$ cat src/rtl/pwm_seq_ctrl.sv
// pwm_seq_ctrl
// APB-master sequencer that reprograms the PWM advanced timer on timer-event
// boundaries. Register writes {addr,data,last} are queued in a small FIFO;
// each rising edge of the selected timer event releases one group of writes
// (up to and including the entry with last=1) onto a private APB port.
//
// Ports
//   clk, resetn             system clock, async active-low reset
//   en, trig_sel, ev        trigger enable, event select, timer events
//   flush                   pulse: empty FIFO, drop pending trigger, abandon group
//   push_*                  FIFO write port (valid/ready, addr, data, last)
//   level                   FIFO occupancy 0..DEPTH
//   busy                    sequencer not idle
//   underrun, overrun       1-cycle status pulses (registered)
//   err, err_clr            sticky PSLVERR flag and its clear
//   m_*                     APB master port
//
// state  | meaning
// IDLE   | waiting for a trigger (fresh or pending)
// SETUP  | APB setup phase, psel=1 penable=0
// ACCESS | APB access phase, waiting for pready
// GWAIT  | group not finished but FIFO empty; waiting for the next entry
module pwm_seq_ctrl #(
  parameter int DEPTH = 8,
  parameter int AW    = 12,
  parameter int DW    = 32
) (
  input  logic                   clk,
  input  logic                   resetn,
  input  logic                   en,
  input  logic [1:0]             trig_sel,
  input  logic [3:0]             ev,
  input  logic                   flush,
  input  logic                   push_valid,
  output logic                   push_ready,
  input  logic [AW-1:0]          push_addr,
  input  logic [DW-1:0]          push_data,
  input  logic                   push_last,
  output logic [$clog2(DEPTH):0] level,
  output logic                   busy,
  output logic                   underrun,
  output logic                   overrun,
  output logic                   err,
  input  logic                   err_clr,
  output logic                   m_psel,
  output logic                   m_penable,
  output logic                   m_pwrite,
  output logic [AW-1:0]          m_paddr,
  output logic [DW-1:0]          m_pwdata,
  input  logic                   m_pready,
  input  logic                   m_pslverr
);

  localparam int PW = $clog2(DEPTH);
  localparam int LW = PW + 1;

  typedef enum logic [1:0] {IDLE, SETUP, ACCESS, GWAIT} state_t;

  state_t state, state_nxt;

  logic [AW-1:0] fifo_addr [DEPTH];
  logic [DW-1:0] fifo_data [DEPTH];
  logic          fifo_last [DEPTH];
  logic [PW-1:0] wr_ptr, rd_ptr;

  logic [3:0] ev_q;
  logic       pending, pending_nxt;
  logic       abandon, abandon_nxt;
  logic       cur_last;
  logic       underrun_nxt, overrun_nxt;
  logic       trig, full, fifo_empty, push_fire, pop;

  // A flush in the same cycle drops the trigger outright.
  assign trig       = en & ev[trig_sel] & ~ev_q[trig_sel] & ~flush;
  assign full       = (level == LW'(DEPTH));
  assign fifo_empty = (level == '0);
  assign push_ready = ~full & ~flush;
  assign push_fire  = push_valid & push_ready;

  assign busy      = (state != IDLE);
  assign m_psel    = (state == SETUP) | (state == ACCESS);
  assign m_penable = (state == ACCESS);
  assign m_pwrite  = m_psel;

  always_comb begin
    state_nxt    = state;
    pending_nxt  = pending;
    abandon_nxt  = abandon;
    underrun_nxt = 1'b0;
    overrun_nxt  = 1'b0;
    pop          = 1'b0;

    // Triggers seen while a group is running are remembered once.
    if (state != IDLE && trig) begin
      if (pending) overrun_nxt = 1'b1;
      else         pending_nxt = 1'b1;
    end

    case (state)
      IDLE: begin
        abandon_nxt = 1'b0;
        if ((trig | pending) && !flush) begin
          pending_nxt = 1'b0;
          if (!fifo_empty) begin
            pop       = 1'b1;
            state_nxt = SETUP;
          end else begin
            underrun_nxt = 1'b1;
          end
        end
      end
      SETUP: begin
        if (flush) abandon_nxt = 1'b1;
        state_nxt = ACCESS;
      end
      ACCESS: begin
        if (flush) abandon_nxt = 1'b1;
        if (m_pready) begin
          if (flush || abandon || cur_last) begin
            state_nxt   = IDLE;
            abandon_nxt = 1'b0;
          end else if (!fifo_empty) begin
            pop       = 1'b1;
            state_nxt = SETUP;
          end else begin
            underrun_nxt = 1'b1;
            state_nxt    = GWAIT;
          end
        end
      end
      GWAIT: begin
        if (flush) begin
          state_nxt = IDLE;
        end else if (!fifo_empty) begin
          pop       = 1'b1;
          state_nxt = SETUP;
        end
      end
      default: state_nxt = IDLE;
    endcase

    if (flush) pending_nxt = 1'b0;
  end

  always_ff @(posedge clk or negedge resetn) begin
    if (!resetn) begin
      state    <= IDLE;
      ev_q     <= '0;
      pending  <= 1'b0;
      abandon  <= 1'b0;
      underrun <= 1'b0;
      overrun  <= 1'b0;
      err      <= 1'b0;
    end else begin
      state    <= state_nxt;
      ev_q     <= ev;
      pending  <= pending_nxt;
      abandon  <= abandon_nxt;
      underrun <= underrun_nxt;
      overrun  <= overrun_nxt;
      if (state == ACCESS && m_pready && m_pslverr) err <= 1'b1;
      else if (err_clr)                             err <= 1'b0;
    end
  end

  always_ff @(posedge clk or negedge resetn) begin
    if (!resetn) begin
      wr_ptr <= '0;
      rd_ptr <= '0;
      level  <= '0;
    end else if (flush) begin
      wr_ptr <= '0;
      rd_ptr <= '0;
      level  <= '0;
    end else begin
      if (push_fire) wr_ptr <= wr_ptr + PW'(1);
      if (pop)       rd_ptr <= rd_ptr + PW'(1);
      level <= level + LW'(push_fire) - LW'(pop);
    end
  end

  // Storage has no reset; only entries below level are ever read.
  always_ff @(posedge clk) begin
    if (push_fire) begin
      fifo_addr[wr_ptr] <= push_addr;
      fifo_data[wr_ptr] <= push_data;
      fifo_last[wr_ptr] <= push_last;
    end
  end

  always_ff @(posedge clk or negedge resetn) begin
    if (!resetn) begin
      m_paddr  <= '0;
      m_pwdata <= '0;
      cur_last <= 1'b0;
    end else if (pop) begin
      m_paddr  <= fifo_addr[rd_ptr];
      m_pwdata <= fifo_data[rd_ptr];
      cur_last <= fifo_last[rd_ptr];
    end
  end

endmodule

$ cat config.mk
export PLATFORM = sky130hd
export DESIGN_NAME = pwm_seq_ctrl
export DESIGN_NICKNAME = d
export VERILOG_FILES = /design/src/rtl/pwm_seq_ctrl.sv
export SDC_FILE = /design/constraint.sdc
export NUM_CORES = 1
export LEC_CHECK = 0
export BUFFER_PORTS_ARGS = -buffer_cell sky130_fd_sc_hd__buf_2
export CAP_MARGIN = 20
export CORE_MARGIN = 2
export CORE_UTILIZATION = 40
export DETAILED_ROUTE_END_ITERATION = 16
export GPL_TIMING_DRIVEN = 0
export MAX_ROUTING_LAYER = met4
export SYNTH_ARGS = -nofsm -noshare
export SYNTH_HDL_FRONTEND = slang
export SYNTH_SLANG_ARGS = --single-unit
$ cat constraint.sdc
create_clock -name clk -period 6.3 [get_ports clk]
set_input_delay 0.315 -clock clk [delete_from_list [all_inputs] [get_ports clk]]
set_output_delay 0.315 -clock clk [all_outputs]
set_load 0.02 [all_outputs]
==> run summary, run 1 <==
Adder-Cell Fraction of Synth Area = 0.0110
Relative slew slack = 0.368
Sequential area share after synthesis = 0.752
Seq cells post-synth = 426
Max Cap Viol = 0
Largest net degree at the start of global routing = 50
RSZ-0062 raised after global routing = false
Fraction of registers with async set/reset = 0.155
H-tree Lvls = 2
Synth warn = 0
Worst VDD drop = 0.000219 V
Port bufs = 113
Final Max Tran Viols = 0
Chip width = 208 um
DR vias/cell = 5.11
PD cells = 377 nW/um^2
Overflow after GRT = 0
Nets = 1008
Clk root buf = clkbuf_16
Status = complete, no violations
Drt first-iter violations = 433
Post-synth top cells = edfxtp_1 (360), mux4_2 (90), dfrtp_1 (66), mux2_2 (53), mux2_4 (39)
Core Rows = 74
Starting Density = 0.406
Global-route wire length before repair = 52.0 mm
Worst skew pair latency = 540 ps
Initial antenna violation count = 7
Worst Path Buf+Inv = 6
Classification of the worst-slack hold path = primary input to flop
Post-synthesis mux area share = 0.194
Max clock buf depth = 3
Clock Skews = 13.1 ps
Setup violators final = 0
Worst slew pin tran = 946 ps
CP endpoint kind = flop
Clock transition at path regs = 60 ps
Max Clk Rate = 290 MHz
Avg Inst Size Synth = 22.1 sq um
WL/cell = 22.8 um
Remaining DRCs = 0
Num CTS Buffers = 44
Detail Placement HPWL = 21.5 mm
Leakage = 6.86 nW
Most common cell in the netlist = edfxtp_1
Slowest cell on crit path = o221ai_4
Die Span Y = 208 um
Crit path kind = flop to flop
Antenna violation net count after detailed routing = 0
Area share of the largest cell type after synthesis = 0.652
# IOs = 115
Combinational family with the most area after synthesis = multiplexers
Cells after DPL = 1415
Tot Pwr = 7.43 mW
Number of clock sinks = 426
CP max stage delay = 630 ps
Period utilization = 0.548
CP Data Required Time = 6710 ps
Worst path arrival time = 3860 ps
Area growth syn-to-layout = 18.7%
Cell Area, Synth = 16600 sq um
Drt total wl = 34.4 mm
Cells along the critical path = inv_1 -> ha_1 -> buf_2 -> inv_1 -> o21ai_0 -> o221ai_4 -> buf_6 -> inv_1 -> ha_1 -> inv_1 -> ha_1 -> fa_1 -> xnor2_1 -> nor2_1
CP top delay family = adder cells
Synth Area in XOR/XNOR = 0.00158
Top post-synthesis cells by area = edfxtp_1 (65%), mux4_2 (12%), dfrtp_1 (10%), mux2_2 (3.6%), mux2_4 (3.5%)
Leading area contributor after synthesis = edfxtp_1
Syn Inst Count = 751
DR vias = 7722
Post-synth EDFFs = 360
Gpl congestion = 0.709
Vias in the first global route = 8140
Drt pass-1 iters = 5
Fraction of layout cells with a size suffix above 1 = 0.425
CP max FO = 10
Synth Area in Compound Gates = 0.0128
Tot GR Track Use = 0.167
Final min period = 3450 ps
Post-CTS Setup Bufs = 0
Syn Nets = 824
Core area = 40800 sq um
Unique masters post-synth = 45
Post-Synth Simple-Gate Area = 0.0146
Final hold violations = 0
CTS tree = built
Startpoint Class = flop
Layout Cells excl Fill = 1510
Cell repeated most along the worst path = inv_1
Ys flop type = edfxtp_1
Die area = 43100 sq um
-- state kept, by name, indices dropped and copies added, names as in the netlist, 2 cells and up --
| register | flops |
|---|---|
| fifo_addr | 96 |
| m_paddr | 12 |
| fifo_data | 256 |
| wr_ptr | 3 |
| ev_q | 4 |
| rd_ptr | 3 |
| m_pwdata | 32 |
| level | 4 |
| fifo_last | 8 |
| state | 2 |
-- stage by stage --
step / setup TNS, ps / cell area (sq um) / utilization / hold WS [ps] / worst slack (ps)
2_1_floorplan: 0 / 16600 / - / 19.4 / 964
3_3_place_gp: -181120 / 17800 / 0.436 / 436 / -2190
3_5_place_dp: 0 / 18200 / 0.445 / 219 / 2790
4_1_cts: 0 / 19700 / 0.482 / 16.2 / 2760
5_1_grt: 0 / 19700 / 0.482 / 29.0 / 2570
6_report: 0 / 19700 / 0.482 / 41.6 / 2850
-- final timing paths --
path,startpoint,slack [ps],cells past startpoint,endpoint
hold / removal,push_addr[3],40,1,fifo_addr[2][3]
min in group asynchronous,resetn,200,2,level[0]
setup reg to reg,state[0],2850,14,level[2]
setup / recovery,state[0],2850,14,level[2]
hold reg to reg,m_paddr[0],500,1,m_paddr[0]
max in group asynchronous,resetn,5490,3,m_pwdata[16]
-- per-layer routing --
layer / global-route usage / up-vias / wire [um]
met2: 0.263 / 152 / 16900
met4: 0.0387 / 0 / 486
met1: 0.224 / 4082 / 15400
li1: - / 3450 / -
met5: - / - / 0
met3: 0.0349 / 38 / 1570
-- power breakdown --
| group | switching, mW | total [mW] | leakage (nW) | internal [mW] |
|---|---|---|---|---|
| Clock | 1.05 | 2.55 | 0.703 | 1.50 |
| Sequential | 0.121 | 3.43 | 4.07 | 3.31 |
| Combinational | 0.743 | 1.45 | 2.09 | 0.702 |
| Total | 1.91 | 7.43 | 6.86 | 5.52 |
-- kinds of logic after synthesis --
kind of cell	after synthesis
compound gates	28
mux	183
buf+inv	49
flops	426
xor+xnor	3
simple gates	48
fa+ha+maj	14
-- cell type report --
| type | instances | area, sq um |
|---|---|---|
| repair buffers | 138 | 947 |
| multi-input cells | 276 | 3940 |
| clock buffers | 58 | 1190 |
| inverters | 16 | 60.1 |
| fillers | 3354 | 21100 |
| diodes | 7 | 17.5 |
| flip-flops and latches | 426 | 12500 |
| plain buffers | 33 | 173 |
| clock inverters | 24 | 228 |
| well taps | 532 | 666 |
-- timing repair --
item                      CTS  global route
resized for setup           0             0
hold buffers                6             0
hold endpoints to repair   39             0
-- cell usage in the layout, fill, tap and decap left out, types with 2 or more instances in the layout --
master	count
nand2_1	9
dlygate4sd3_1	6
clkinv_2	11
clkinv_1	5
bufinv_16	4
nor2_4	6
diode_2	7
ha_1	13
buf_12	6
o21ai_0	6
mux2_2	53
inv_1	16
nor3_2	2
xnor2_1	2
nand2b_1	3
dfrtp_1	66
a21oi_1	8
buf_2	124
inv_6	2
nor2_1	9
buf_16	3
nor2b_1	8
mux2_4	39
nand3_1	4
clkbuf_1	26
mux4_2	90
edfxtp_1	360
clkbuf_16	45
buf_6	13
clkbuf_8	2
buf_4	2
(Power assumes the default switching activity.)
==> run 2, diff against run 1 <==
- clock period: 6.3 -> 3.4 ns (I/O delays scaled with it)
==> run summary, run 2 (synthesized netlist as in run 1, its figures left out) <==
Classification of the worst-slack hold path = primary input to flop
Cell repeated most along the worst path = inv_1
Detail Placement HPWL = 21.3 mm (-0.75%)
Cells along the critical path = inv_1 -> ha_1 -> buf_2 -> inv_1 -> o21ai_0 -> o221ai_4 -> buf_6 -> inv_1 -> ha_1 -> inv_1 -> ha_1 -> fa_1 -> xnor2_1 -> nor2_1
Remaining DRCs = 0 (unchanged)
Drt first-iter violations = 579 (+34%)
Max clock buf depth = 3 (unchanged)
Antenna violation net count after detailed routing = 0 (unchanged)
Num CTS Buffers = 45 (+2.3%)
Clk root buf = clkbuf_16
CP max FO = 10 (unchanged)
Tot GR Track Use = 0.166 (-0.000856)
Clock transition at path regs = 60 ps (about the same)
Final min period = 3090 ps (-364 ps)
Commonest non-fill, non-tap cells in the layout = edfxtp_1 (360), buf_2 (124), mux4_2 (90)
Area growth syn-to-layout = 22.7%
M1 GR Usage = 0.222 (-0.00222)
Core area = 40800 sq um (unchanged)
Chip width = 208 um (unchanged)
TNS Setup = 0 ps (unchanged)
CP endpoint kind = flop
WL/cell = 21.9 um (-3.7%)
Tot Pwr = 14.2 mW (+91%)
Worst slew pin tran = 913 ps (-33.1 ps)
M3 GR Usage = 0.0259 (-0.00908)
Hold Path Origin = en
Max reg flops = 256 (unchanged)
Setup violators final = 0 (unchanged)
Global-route wire length before repair = 52.3 mm (+0.65%)
Largest net degree at the start of global routing = 41 (-18%)
CP max stage delay = 460 ps (-170 ps)
RSZ-0062 raised after global routing = false
Final Max Tran Viols = 0 (unchanged)
# IOs = 115 (unchanged)
Registers with the most flip-flops = fifo_data (256), fifo_addr (96), m_pwdata (32)
Worst skew pair latency = 560 ps (+20 ps)
Worst R2R Start = state[0]
Worst path arrival time = 3520 ps (-340 ps)
PD cells = 696 nW/um^2 (+84%)
Gpl congestion = 0.744 (+5.0%)
Max Cap Viol = 0 (unchanged)
Initial antenna violation count = 1 (-6)
Most common cell after layout, fill and taps aside = edfxtp_1
CTS tree = built
Status = complete, no violations
Leakage = 7.13 nW (+3.8%)
Die area = 43100 sq um (unchanged)
Crit path from = state[0]
Nets = 1056 (+4.8%)
DR vias = 7863 (+1.8%)
DR vias/cell = 5.07 (-0.93%)
Worst VDD drop = 0.000410 V (+88%)
Port bufs = 113 (unchanged)
Core Rows = 74 (unchanged)
Most flops, register = fifo_data
Drt pass-1 iters = 6 (+1)
Max Clk Rate = 324 MHz (+12%)
Drt total wl = 34.0 mm (-1.0%)
CP Data Required Time = 3830 ps (-2880 ps)
Slowest cell on crit path = dfrtp_1
Crit path kind = flop to flop
Startpoint Class = flop
Relative slew slack = 0.390 (+0.0221)
Worst R2R Path Depth = 14 (unchanged)
Reg2reg end = level[2]
Overflow after GRT = 0 (unchanged)
Starting Density = 0.406 (unchanged)
Fraction of layout cells with a size suffix above 1 = 0.413 (-0.0122)
Die Span Y = 208 um (unchanged)
Global-route track usage on met2 = 0.267 (+0.00437)
Vias in the first global route = 8447 (+3.8%)
Layer with the highest usage = met2
Clock Skews = 24.5 ps (+11.4 ps)
Period utilization = 0.908 (+0.360)
Final hold violations = 0 (unchanged)
Worst setup path endpoint = level[2]
FF-to-FF setup slack = 310 ps (-2540 ps)
Hold depth = 4 (+3)
H-tree Lvls = 2 (unchanged)
Number of clock sinks = 426 (unchanged)
run 2: cell types whose count changed in the layout (fill, tap and decap cells not counted), moves of 3 or more:
cell / delta
buf_16: +3
clkbuf_1: -7
buf_12: +3
clkinv_2: +4
diode_2: -6
buf_6: -9
dlygate4sd3_1: +47
bufinv_16: +4
run 2: how the worst min path moves through the flow:
stage	end	slack (ps)
final	overrun	60
after global routing	overrun	50
after CTS	overrun	30
after detailed placement	level[1]	140
after global placement	ev_q[2]	290
after floorplan	abandon	-130
run 2: metal layers:
metal	share of wire	routed length [um]
met1	0.45	15300
met2	0.49	16800
met3	0.038	1290
met4	0.020	682
met5	0	0
run 2: what timing repair did:
item | 4_1_cts | 5_1_grt
endpoints found under the hold margin | 434 | 0
resized for setup | 0 | 0
endpoints found under the setup margin | 3 | 0
buffers inserted | 1 | 0
hold buffers | 53 | 0
run 2: through the flow:
stage | hold slack (ps) | area (sq um) | utilization | setup WS, ps | std cells
3_5_place_dp | 141 | 18300 | 0.447 | -78.9 | 1414
3_3_place_gp | 293 | 17800 | 0.436 | -2560 | 1396
5_1_grt | 49.1 | 20300 | 0.498 | 42.9 | 1552
2_1_floorplan | -126 | 16600 | - | -724 | 751
6_report | 56.8 | 20300 | 0.498 | 313 | 1552
4_1_cts | 26.8 | 20300 | 0.498 | 281 | 1551
run 2: cell type report:
class | count | area [sq um]
fillers | 3325 | 20500
plain buffers | 33 | 173
clock inverters | 34 | 383
clock buffers | 49 | 1140
repair buffers | 185 | 1500
inverters | 16 | 60.1
well taps | 532 | 666
flip-flops and latches | 426 | 12500
multi-input cells | 276 | 3950
diodes | 1 | 2.50
run 2: where the power goes:
| part | total (mW) | switching [mW] | internal [mW] |
|---|---|---|---|
| Sequential | 6.36 | 0.227 | 6.13 |
| Combinational | 2.74 | 1.38 | 1.36 |
| Clock | 5.06 | 2.01 | 3.04 |
| Total | 14.2 | 3.62 | 10.5 |
run 2: critical path: cells and delay by family (launching register included):
kind,cells,cell delay [ps]
fa+ha+maj,4,1080
compound gates,2,510
simple gates,1,50
xor+xnor,1,160
buf+inv,6,670
flops,1,460
